--- config.mk ---
export PLATFORM = sky130hd
export DESIGN_NAME = rf_write_scheduler_flat
export DESIGN_NICKNAME = d
export VERILOG_FILES = /design/src/rtl/rf_write_scheduler_if.sv /design/src/rtl/rf_write_scheduler.sv /design/src/flat_wrapper.sv
export SDC_FILE = /design/constraint.sdc
export NUM_CORES = 1
export LEC_CHECK = 0
export ABC_AREA = 1
export ABC_CLOCK_PERIOD_IN_PS = 4400
export BUFFER_PORTS_ARGS = -buffer_cell sky130_fd_sc_hd__buf_2
export CAP_MARGIN = 40
export CORE_MARGIN = 2
export CORE_UTILIZATION = 48
export DETAILED_ROUTE_END_ITERATION = 16
export PLACE_DENSITY = 0.85
export SETUP_SLACK_MARGIN = 0.02
export SLEW_MARGIN = 20
export SYNTH_ARGS = -nofsm -noshare
export SYNTH_HDL_FRONTEND = slang
export SYNTH_SLANG_ARGS = --single-unit
--- constraint.sdc ---
create_clock -name clk_i -period 4.4 [get_ports clk_i]
set_clock_uncertainty 0.15 [all_clocks]
set_input_delay 0.22 -clock clk_i [delete_from_list [all_inputs] [get_ports clk_i]]
set_output_delay 0.22 -clock clk_i [all_outputs]
set_load 0.01 [all_outputs]
--- src/rtl/rf_write_scheduler_if.sv ---
// Register-file write scheduler bus: two write requesters, clear control,
// and the register-file write port.
interface rf_write_scheduler_if #(
  parameter int DataWidth = 32,
  parameter int AddrWidth = 5
);
  logic                 clear_req_i;
  logic                 clear_busy_o;
  logic                 clear_done_o;
  logic                 rq0_valid_i;
  logic [AddrWidth-1:0] rq0_addr_i;
  logic [DataWidth-1:0] rq0_data_i;
  logic                 rq0_ready_o;
  logic                 rq1_valid_i;
  logic [AddrWidth-1:0] rq1_addr_i;
  logic [DataWidth-1:0] rq1_data_i;
  logic                 rq1_ready_o;
  logic                 rf_we_o;
  logic [AddrWidth-1:0] rf_waddr_o;
  logic [DataWidth-1:0] rf_wdata_o;
  logic                 x0_drop_o;

  modport master (
    output clear_req_i,
    output rq0_valid_i, rq0_addr_i, rq0_data_i,
    output rq1_valid_i, rq1_addr_i, rq1_data_i,
    input  clear_busy_o, clear_done_o,
    input  rq0_ready_o, rq1_ready_o,
    input  rf_we_o, rf_waddr_o, rf_wdata_o, x0_drop_o
  );

  modport slave (
    input  clear_req_i,
    input  rq0_valid_i, rq0_addr_i, rq0_data_i,
    input  rq1_valid_i, rq1_addr_i, rq1_data_i,
    output clear_busy_o, clear_done_o,
    output rq0_ready_o, rq1_ready_o,
    output rf_we_o, rf_waddr_o, rf_wdata_o, x0_drop_o
  );
endinterface

--- src/rtl/rf_write_scheduler.sv ---
// Round-robin register-file write scheduler with a bulk clear sequence
// that zeroes registers 1..NumRegs-1 while stalling both requesters.
module rf_write_scheduler #(
  parameter int DataWidth = 32,
  parameter int AddrWidth = 5
) (
  input  logic                 clk_i,
  input  logic                 rst_ni,
  rf_write_scheduler_if.slave  bus
);

  localparam logic [AddrWidth-1:0] FirstAddr = AddrWidth'(1);
  localparam logic [AddrWidth-1:0] LastAddr  = '1;

  typedef enum logic {IDLE, CLEAR} state_t;

  state_t               state_q, state_d;
  logic [AddrWidth-1:0] cnt_q;
  logic                 last_gnt_q;
  logic                 we_q;
  logic [AddrWidth-1:0] waddr_q;
  logic [DataWidth-1:0] wdata_q;
  logic                 done_q;
  logic                 drop_q;

  logic                 idle;
  logic                 gnt0;
  logic                 gnt1;
  logic                 hs;
  logic [AddrWidth-1:0] sel_addr;
  logic [DataWidth-1:0] sel_data;
  logic                 clear_last;

  assign idle       = (state_q == IDLE) && rst_ni;
  assign clear_last = (state_q == CLEAR) && (cnt_q == LastAddr);

  always_comb begin
    gnt0     = 1'b0;
    gnt1     = 1'b0;
    state_d  = state_q;
    sel_addr = bus.rq0_addr_i;
    sel_data = bus.rq0_data_i;
    if (idle) begin
      // last_gnt_q=1 means requester 1 won last, so requester 0 wins ties
      gnt0 = bus.rq0_valid_i & (~bus.rq1_valid_i | last_gnt_q);
      gnt1 = bus.rq1_valid_i & (~bus.rq0_valid_i | ~last_gnt_q);
    end
    if (gnt1) begin
      sel_addr = bus.rq1_addr_i;
      sel_data = bus.rq1_data_i;
    end
    unique case (state_q)
      IDLE:  if (bus.clear_req_i) state_d = CLEAR;
      CLEAR: if (clear_last) state_d = IDLE;
      default: state_d = IDLE;
    endcase
  end

  assign hs = gnt0 | gnt1;

  always_ff @(posedge clk_i) begin
    if (!rst_ni) begin
      state_q    <= IDLE;
      cnt_q      <= FirstAddr;
      last_gnt_q <= 1'b1;
      we_q       <= 1'b0;
      waddr_q    <= '0;
      wdata_q    <= '0;
      done_q     <= 1'b0;
      drop_q     <= 1'b0;
    end else begin
      state_q <= state_d;
      done_q  <= clear_last;
      drop_q  <= hs && (sel_addr == '0);
      we_q    <= 1'b0;
      if (hs) last_gnt_q <= gnt1;
      if (state_q == CLEAR) begin
        we_q    <= 1'b1;
        waddr_q <= cnt_q;
        wdata_q <= '0;
        cnt_q   <= clear_last ? FirstAddr : cnt_q + FirstAddr;
      end else begin
        cnt_q <= FirstAddr;
        if (hs && (sel_addr != '0)) begin
          we_q    <= 1'b1;
          waddr_q <= sel_addr;
          wdata_q <= sel_data;
        end
      end
    end
  end

  assign bus.rq0_ready_o  = gnt0;
  assign bus.rq1_ready_o  = gnt1;
  assign bus.clear_busy_o = (state_q == CLEAR);
  assign bus.clear_done_o = done_q;
  assign bus.rf_we_o      = we_q;
  assign bus.rf_waddr_o   = waddr_q;
  assign bus.rf_wdata_o   = wdata_q;
  assign bus.x0_drop_o    = drop_q;

endmodule

--- src/flat_wrapper.sv ---
// flat-port wrapper written by rule: the top's interface ports become plain ports
module rf_write_scheduler_flat 
#(
  parameter int DataWidth = 32,
  parameter int AddrWidth = 5
)
  (clk_i, rst_ni, bus_clear_req_i, bus_rq0_valid_i, bus_rq0_addr_i, bus_rq0_data_i, bus_rq1_valid_i, bus_rq1_addr_i, bus_rq1_data_i, bus_clear_busy_o, bus_clear_done_o, bus_rq0_ready_o, bus_rq1_ready_o, bus_rf_we_o, bus_rf_waddr_o, bus_rf_wdata_o, bus_x0_drop_o);
  rf_write_scheduler_if #(.DataWidth(DataWidth), .AddrWidth(AddrWidth)) bus_i ();
  input  logic clk_i;
  input  logic rst_ni;
  input wire logic [$bits(bus_i.clear_req_i)-1:0] bus_clear_req_i;
  input wire logic [$bits(bus_i.rq0_valid_i)-1:0] bus_rq0_valid_i;
  input wire logic [$bits(bus_i.rq0_addr_i)-1:0] bus_rq0_addr_i;
  input wire logic [$bits(bus_i.rq0_data_i)-1:0] bus_rq0_data_i;
  input wire logic [$bits(bus_i.rq1_valid_i)-1:0] bus_rq1_valid_i;
  input wire logic [$bits(bus_i.rq1_addr_i)-1:0] bus_rq1_addr_i;
  input wire logic [$bits(bus_i.rq1_data_i)-1:0] bus_rq1_data_i;
  output wire logic [$bits(bus_i.clear_busy_o)-1:0] bus_clear_busy_o;
  output wire logic [$bits(bus_i.clear_done_o)-1:0] bus_clear_done_o;
  output wire logic [$bits(bus_i.rq0_ready_o)-1:0] bus_rq0_ready_o;
  output wire logic [$bits(bus_i.rq1_ready_o)-1:0] bus_rq1_ready_o;
  output wire logic [$bits(bus_i.rf_we_o)-1:0] bus_rf_we_o;
  output wire logic [$bits(bus_i.rf_waddr_o)-1:0] bus_rf_waddr_o;
  output wire logic [$bits(bus_i.rf_wdata_o)-1:0] bus_rf_wdata_o;
  output wire logic [$bits(bus_i.x0_drop_o)-1:0] bus_x0_drop_o;
  assign bus_i.clear_req_i = bus_clear_req_i;
  assign bus_i.rq0_valid_i = bus_rq0_valid_i;
  assign bus_i.rq0_addr_i = bus_rq0_addr_i;
  assign bus_i.rq0_data_i = bus_rq0_data_i;
  assign bus_i.rq1_valid_i = bus_rq1_valid_i;
  assign bus_i.rq1_addr_i = bus_rq1_addr_i;
  assign bus_i.rq1_data_i = bus_rq1_data_i;
  assign bus_clear_busy_o = bus_i.clear_busy_o;
  assign bus_clear_done_o = bus_i.clear_done_o;
  assign bus_rq0_ready_o = bus_i.rq0_ready_o;
  assign bus_rq1_ready_o = bus_i.rq1_ready_o;
  assign bus_rf_we_o = bus_i.rf_we_o;
  assign bus_rf_waddr_o = bus_i.rf_waddr_o;
  assign bus_rf_wdata_o = bus_i.rf_wdata_o;
  assign bus_x0_drop_o = bus_i.x0_drop_o;
  rf_write_scheduler #(.DataWidth(DataWidth), .AddrWidth(AddrWidth)) u_core (.clk_i(clk_i), .rst_ni(rst_ni), .bus(bus_i));
endmodule
==> flow_summary.json <==
{
  "hp-class": "input pin to flop",
  "combPwrFrac": 0.237,
  "vias": 2492,
  "detail_route.iter0.violations": 108,
  "track_usage": 0.221,
  "relSlewSlack": 0.482,
  "yosysUniqueCellTypes": 27,
  "path_class": "flop to flop",
  "route.detailed.drc": 0,
  "syn-num-nets": 428,
  "worst_slew_pin_slew_ps": 775,
  "rr_worst_depth": 11,
  "worstPathArrival_ps": 3300,
  "final_nets": 542,
  "grt_pass1_vias": 2223,
  "cp-endpoint": "u_core.bus.rf_wdata_o[17]$_SDFFE_PP0P_",
  "setup_tns_ps": 0,
  "die_area_um2": 5370,
  "ys.flop_type": "dfxtp_1",
  "avgSynthCellArea_um2": 6.64,
  "htreeDepth": 2,
  "r2r_slack_ps": 1180,
  "wl_per_cell_um": 11.7,
  "startpoint_type": "flop",
  "drv_slew": 0,
  "dieHeight_um": 73.3,
  "cts.sinks": 47,
  "max_cap_viol_count": 0,
  "cpLargestDelayFamily": "simple AND/OR/NAND/NOR gates",
  "hold_violations": 0,
  "timing.final.crit_period_ps": 3220,
  "power_density_nw_per_um2": 330,
  "p_leak_nw": 1.61,
  "cts_buffers": 5,
  "seqPwrFrac": 0.481,
  "synth_edf_count": 0,
  "status": "finished clean",
  "grt_pass1_wl_um": 9220,
  "area_delta_synth_final_pct": 31.0,
  "ys_seq_area_frac": 0.408,
  "grt_overflow": 0,
  "vdd_drop_max_v": 0.000186,
  "crit_path_start": "u_core.bus.clear_busy_o$_SDFF_PN0_",
  "p_int_w": 0.000698,
  "drt-total-wl_um": 6030,
  "num_rows": 25,
  "core_um2": 4660,
  "cts_buffer_depth": 2,
  "endpoint_kind": "flop",
  "viasPerCell": 4.83,
  "grt_setup_unrepaired": "no",
  "critPathSlowestCell": "nor2_4",
  "antenna_left": 0,
  "firstDrtPassIters": 4,
  "cp_common_cell": "nor2_1",
  "clkPwrFrac": 0.282,
  "cts_setup_buffers": 0,
  "hold_start": "rst_ni",
  "async_flop_share": 0,
  "r2r-start": "u_core.bus.clear_busy_o$_SDFF_PN0_",
  "switching_power_w": 0.000299,
  "die_w_um": 73.3,
  "clkTransAtPathRegs_ps": 80,
  "max_freq_ghz": 0.311,
  "ys_warn_count": 0,
  "path_max_fanout": 36,
  "grt_antenna_before_repair": 0,
  "r2r_end": "u_core.bus.rf_wdata_o[17]$_SDFFE_PP0P_",
  "synthCells": 347,
  "ios": 122,
  "hold_buffers": 1,
  "initial_core_util": 0.494,
  "port_buffers": 121,
  "diodes": 0,
  "worstPathRequired_ps": 4480,
  "postCtsResizedCells": 0,
  "critPathMaxStageDelay_ps": 580,
  "cts_tree": "yes",
  "ys_ff_latch": 47,
  "gp_congestion": 0.850,
  "dp_hpwl_um": 4530,
  "netlist_area_um2": 2300,
  "clk-insertion-delay-late_ps": 290,
  "switching_share": 0.300,
  "grt_max_degree": 41,
  "period_share": 0.731,
  "path_cells": "nor2_4 > nand3_2 > buf_4 > nand2_1 > nand2_2 > nand2_2 > nor2_1 > nor2_2 > buf_4 > nor2_1 > nor2_1",
  "total_power_w": 0.000997,
  "setup_viol": 0,
  "post_route_cells_drive_above_1_share": 0.331,
  "critical_path_buf_inv_count": 2,
  "root_buffer": "clkbuf_8",
  "cp_num_cells": 11
}
[metal layers]
layer	wire length, µm	global-route usage	vias up
li1	-	-	1304
met1	2490	0.251	1091
met2	3060	0.391	85
met3	335	0.0466	12
met4	140	0.107	0
met5	0	0	-
[metrics by stage]
stage / std cells / setup slack (ps) / hold WS, ps / cell area [µm²] / utilization
floorplan: 347 / 2490 / 171 / 2300 / -
global placement: 506 / 1310 / 265 / 2890 / 0.619
detailed placement: 506 / 1180 / 272 / 2890 / 0.619
CTS: 515 / 1160 / 25.7 / 3000 / 0.643
global route: 516 / 868 / 26.0 / 3020 / 0.648
finish: 516 / 1180 / 38.5 / 3020 / 0.648
[worst min path at each step]
stage | endpoint | slack (ps) | depth (start not counted)
finish | u_core.last_gnt_q$_SDFFE_PN1P_ | 40 | 2
global route | u_core.last_gnt_q$_SDFFE_PN1P_ | 30 | 2
CTS | u_core.last_gnt_q$_SDFFE_PN1P_ | 30 | 2
detailed placement | u_core.cnt_q[0]$_SDFF_PP1_ | 270 | 1
global placement | u_core.cnt_q[0]$_SDFF_PP1_ | 260 | 1
floorplan | u_core.last_gnt_q$_SDFFE_PN1P_ | 170 | 1
[cell families after synthesis]
family	Yosys count	share of synthesized area
and+or+nand+nor	211	0.376
AOI/OAI and AO/OA	51	0.128
DFF	47	0.408
buffers and inverters	36	0.0771
adders and majority gates	2	0.0109
[cells in the final DEF (no fill, tap or decap), types with 2 or more instances in the layout]
cell and instances:
clkbuf_8 7, nand3_1 3, nor2_1 72, o21ai_1 7, buf_2 121, o21ai_0 31, a21oi_2 4, ha_1 2
dfxtp_1 47, o21bai_1 3, buf_4 2, inv_1 16, nand2_1 119, nand3_2 5, nor2_4 2, a21oi_1 4
nand2_2 6
[power by group through the flow]
stage | sequential (W) | clock (W) | combinational, W
2_1_floorplan | 0.000500 | 0 | 0.000137
3_3_place_gp | 0.000488 | 0 | 0.000227
3_5_place_dp | 0.000489 | 0 | 0.000234
4_1_cts | 0.000479 | 0.000289 | 0.000235
5_1_grt | 0.000483 | 0.000305 | 0.000268
6_report | 0.000479 | 0.000281 | 0.000236
[cell type report]
cell class | instances | area, µm²
multi-input cells | 264 | 1190
flip-flops and latches | 47 | 941
inverters | 18 | 70.1
clock buffers | 7 | 96.3
fillers | 426 | 1640
well taps | 54 | 67.6
clock inverters | 1 | 7.51
repair buffers | 125 | 651
[sequential cells by signal (all words and copies together), names as in the netlist]
register and count:
u_core.bus.rf_we_o 1, u_core.cnt_q 5, u_core.bus.rf_waddr_o 5, u_core.last_gnt_q 1, u_core.bus.x0_drop_o 1, u_core.bus.rf_wdata_o 32, u_core.bus.clear_busy_o 1, u_core.bus.clear_done_o 1
[Yosys cell counts (4+ instances only)]
cell	instances	area, µm²
nand2_1	119	447
nor2_1	72	270
dfxtp_1	47	941
o21ai_0	31	155
inv_1	16	60.1
clkbuf_1	8	30.0
o21ai_1	7	35.0
nand2_2	6	37.5
buf_2	5	25.0
nand3_2	5	50.1
a21oi_1	4	20.0
a21oi_2	4	35.0
(Power assumes the default switching activity.)
